[src/rtl/quad_decoder.sv]
// Quadrature decoder: synchronizes the A/B channels, decodes Gray-code steps
// into a wrapping position count with up/down strobes, and flags illegal
// double-bit transitions with a sticky error bit.
module quad_decoder #(
  parameter int unsigned N = 4
) (
  input  logic         clk,
  input  logic         rst,
  input  logic         enable,
  input  logic         clr,
  input  logic         a_in,
  input  logic         b_in,
  output logic [N-1:0] q,
  output logic         up_pulse,
  output logic         dn_pulse,
  output logic         err
);

  localparam logic [0:0] INIT  = 1'b0;
  localparam logic [0:0] TRACK = 1'b1;

  logic [1:0]   sync1_q, sync2_q, prev_q;
  logic [0:0]   state_q, state_d;
  logic [1:0]   init_cnt_q, init_cnt_d;
  logic [N-1:0] q_q, q_d;
  logic         up_q, up_d;
  logic         dn_q, dn_d;
  logic         err_q, err_d;
  logic         step_up, step_dn, step_bad;

  // Two-flop synchronizer for both channels.
  always_ff @(posedge clk or posedge rst) begin
    if (rst) begin
      sync1_q <= '0;
      sync2_q <= '0;
    end else begin
      sync1_q <= {a_in, b_in};
      sync2_q <= sync1_q;
    end
  end

  // Previous sample follows the synchronized value every cycle, INIT included,
  // so the first TRACK cycle compares against a real sample, not the reset 00.
  always_ff @(posedge clk or posedge rst) begin
    if (rst) begin
      prev_q <= '0;
    end else begin
      prev_q <= sync2_q;
    end
  end

  // Classify the transition prev -> cur.
  always_comb begin
    step_up  = 1'b0;
    step_dn  = 1'b0;
    step_bad = 1'b0;
    unique case ({prev_q, sync2_q})
      4'b00_01, 4'b01_11, 4'b11_10, 4'b10_00: step_up  = 1'b1;
      4'b00_10, 4'b10_11, 4'b11_01, 4'b01_00: step_dn  = 1'b1;
      4'b00_11, 4'b11_00, 4'b01_10, 4'b10_01: step_bad = 1'b1;
      default: ;
    endcase
  end

  // INIT spans three edges after reset release, then TRACK until reset.
  always_comb begin
    state_d    = state_q;
    init_cnt_d = init_cnt_q;
    if (state_q == INIT) begin
      if (init_cnt_q == 2'd2) begin
        state_d = TRACK;
      end else begin
        init_cnt_d = init_cnt_q + 2'd1;
      end
    end
  end

  // Count, strobe and error next-state; clr overrides any step in TRACK.
  always_comb begin
    q_d   = q_q;
    err_d = err_q;
    up_d  = 1'b0;
    dn_d  = 1'b0;
    if (state_q == TRACK) begin
      if (clr) begin
        q_d   = '0;
        err_d = 1'b0;
      end else if (enable) begin
        if (step_up) begin
          q_d  = q_q + N'(1);
          up_d = 1'b1;
        end else if (step_dn) begin
          q_d  = q_q - N'(1);
          dn_d = 1'b1;
        end else if (step_bad) begin
          err_d = 1'b1;
        end
      end
    end
  end

  // State and output registers.
  always_ff @(posedge clk or posedge rst) begin
    if (rst) begin
      state_q    <= INIT;
      init_cnt_q <= '0;
      q_q        <= '0;
      up_q       <= 1'b0;
      dn_q       <= 1'b0;
      err_q      <= 1'b0;
    end else begin
      state_q    <= state_d;
      init_cnt_q <= init_cnt_d;
      q_q        <= q_d;
      up_q       <= up_d;
      dn_q       <= dn_d;
      err_q      <= err_d;
    end
  end

  assign q        = q_q;
  assign up_pulse = up_q;
  assign dn_pulse = dn_q;
  assign err      = err_q;

endmodule

[config.mk]
export PLATFORM = sky130hd
export DESIGN_NAME = quad_decoder
export DESIGN_NICKNAME = d
export VERILOG_FILES = /design/src/rtl/quad_decoder.sv
export SDC_FILE = /design/constraint.sdc
export NUM_CORES = 1
export LEC_CHECK = 0
export ABC_AREA = 1
export CAP_MARGIN = 20
export CORE_UTILIZATION = 25
export DETAILED_ROUTE_END_ITERATION = 10
export PLACE_DENSITY = 0.47
export SYNTH_ARGS = -nofsm -noshare
export SYNTH_HDL_FRONTEND = slang
export SYNTH_SLANG_ARGS = --single-unit
[constraint.sdc]
create_clock -name clk -period 4 [get_ports clk]
set_clock_uncertainty 0.1 [all_clocks]
set_input_delay 0.8 -clock clk [delete_from_list [all_inputs] [get_ports clk]]
set_output_delay 0.8 -clock clk [all_outputs]
set_load 0.1 [all_outputs]
==> impl_metrics.yaml <==
finish:
  drive_gt1_frac: 0.124
  fin_util: 0.341
  area_growth_syn_to_layout_pct: 25.3
  final.fill_count: 300
  n_antenna_cell: 0
  fin_cells: 128
  final_nets: 107
  final_area_um2: 966
placed_design:
  gp_congestion: 0.778
  placed_area_um2: 930
  dpl.cell_count: 124
  port_buffers: 12
  pre_cts_slack_ns: 1.53
  dpl.hpwl_um: 963
timing:
  timing.setup.tns_ns: 0
  worst_pin_slew_ns: 0.964
  final_max_slew_viol_count: 0
  setup_viol: 0
  layout_min_cycle_time_ns: 2.78
  whs_ns: 0.255
  fmax_ghz: 0.359
  rsz0062_at_grt: "no"
  relSlewSlack: 0.355
  hold_viol_final: 0
  fin_ws_ns: 1.22
  fin_crit_sh: 0.696
logic_synthesis:
  synth_xor_area_frac: 0.0666
  synth-adder-area-share: 0.0487
  netlist_instances: 81
  synthTopCellsByCount: "19 x nand2_1, 16 x dfrtp_1, 15 x inv_1"
  synth.most_common_cell: "nand2_1"
  syn_area_um2: 771
  synth_edf_count: 0
  ys.flop_type: "dfrtp_1"
  yosys-top-cells-area: "dfrtp_1 52%, nand2_1 9.3%, inv_1 7.3%"
  syn_avg_cell_area_um2: 9.52
  synth_top_area_frac: 0.519
  yosysSeqAreaShare: 0.519
  synth.net_count: 90
  ys_async_sr_fraction: 1.00
  yosysUniqueCellTypes: 20
  synth_top_family_by_area: "simple AND/OR/NAND/NOR gates"
  muxShareOfSynthArea: 0
  ys_seq_elements: 16
  yosys_warnings: 0
  synth_area_leader_cell: "dfrtp_1"
  synth-compound-area-share: 0.0341
  yosys.area_share.simple: 0.258
die:
  start_util: 0.272
  coreArea_mm2: 0.00283
  io_pins: 13
  dieHeight_um: 57.5
  fp-row-count: 19
  fp.dieArea_mm2: 0.00331
  fp.dieW_um: 57.5
power:
  power.share.sequential: 0.331
  ir_drop_uv: 264
  clockPowerShare: 0.166
  power_density_mw_per_mm2: 652
  switching_share: 0.478
  p_int_uw: 329
  p_leak_nw: 0.482
  p_switching_uw: 301
  power_uw: 630
  pwr-share-comb: 0.503
setup_path:
  crit_type: "reg -> out"
  crit_required_ns: 3.10
  r2r_slack_ns: 2.12
  cp_max_fo: 4
  arrival_ns: 1.88
  crit_buf_inv: 1
  slowest_delay_ns: 1.16
  cp_cell_sequence: "clkdlybuf4s50_1"
  critical_path.top_delay_family: "buffers and inverters"
  worst_setup_path_start_kind: "flop"
  slowest_stage: "clkdlybuf4s50_1"
  critPathCaptureType: "primary output"
routing:
  drtPass1Iterations: 6
  antenna_left: 0
  drc: 2
  avgRoutedWirePerCell_um: 9.60
  wl_mm: 1.23
  vias: 532
  drtIter0Drc: 14
  vias_per_cell: 4.16
clock_tree:
  cts_made_buffers: 3
  ctsLongestPathBuffers: 2
  cts_setup_buffers: 0
  cts_tree: "built"
  cts_resized: 0
  insertion_delay_ns: 0.28
  clkTransAtPathRegs_ns: 0.09
  htreeDepth: 1
  hold_buffers: 0
  cts-root-buf: "clkbuf_4"
  clock_sinks: 16
global_route:
  grt_max_degree: 17
  grt_overflow: 0
  grt_pass1_wl_mm: 2.12
  grt_use_total: 0.0847
  antenna_found_initial: 0
  grt_pass1_vias: 545
status:
  violations: "DRC"
  status: "finished, violations left"
job:
  cap_viol_max_count: 0
min_path:
  min_path_type: "reg -> reg"
-- path summary, 6_finish.rpt --
kind / startpoint / end / cells after the start
max in group asynchronous: rst / q[1] / 2
min in group asynchronous: rst / sync1_q[0] / 2
max: q[1] / q[1] / 1
max reg2reg: sync2_q[1] / q[3] / 9
min reg2reg: sync1_q[0] / sync2_q[0] / 0
min: sync1_q[0] / sync2_q[0] / 0
-- layer usage --
layer / part of all wire / routed length (µm) / vias up / global-route usage
met5: 0 / 0 / - / 0
met2: 0.51 / 625 / 11 / 0.164
met1: 0.43 / 531 / 243 / 0.0862
li1: - / - / 278 / -
met3: 0.058 / 71 / 0 / 0.0340
met4: 0 / 0 / 0 / 0.0105
-- kinds of logic (layout without fill, tap and decap cells) --
group	count (synthesis)	in the layout
DFF	16	16
adders and majority gates	3	3
xor gates and xnor gates	5	5
AOI/OAI and AO/OA	4	4
buffers and inverters	15	31
and+or+nand+nor	38	38
-- flip-flops by register name (all words and copies together), names as in the netlist --
name        cells
sync2_q         2
state_q         1
dn_pulse        1
init_cnt_q      2
err             1
up_pulse        1
q               4
sync1_q         2
prev_q          2
-- area by class of cell --
cell class,instances,area (µm²),share of cell area
well taps,31,38.8,0.0402
inverters,15,56.3,0.0583
flip-flops and latches,16,400,0.415
multi-input cells,50,314,0.325
repair buffers,12,120,0.124
clock buffers,4,36.3,0.0376
-- layout by cell type (no fill, tap or decap) --
| cell | n |
|---|---|
| nand2_1 | 19 |
| clkbuf_8 | 1 |
| nand3_1 | 6 |
| nor2_1 | 4 |
| nor3b_1 | 1 |
| o21a_1 | 1 |
| inv_1 | 15 |
| xor2_1 | 1 |
| ha_1 | 3 |
| nand2_2 | 1 |
| nor2_4 | 1 |
| clkbuf_4 | 3 |
| o21ai_0 | 1 |
| xnor2_1 | 3 |
| nand2_4 | 3 |
| or2_0 | 1 |
| clkdlybuf4s50_1 | 12 |
| a21oi_2 | 1 |
| nand3_2 | 1 |
| nand3b_1 | 1 |
| dfrtp_1 | 16 |
| o21ai_1 | 1 |
| xnor2_2 | 1 |
-- power by group through the flow --
stage          logic [mW]  clock network [mW]  registers [mW]
3_5_place_dp        0.320                   0           0.212
3_3_place_gp        0.315                   0           0.210
2_1_floorplan       0.107                   0           0.354
4_1_cts             0.320               0.110           0.208
6_report            0.317               0.105           0.209
5_1_grt             0.342               0.114           0.212
(Power assumes the default switching activity.)
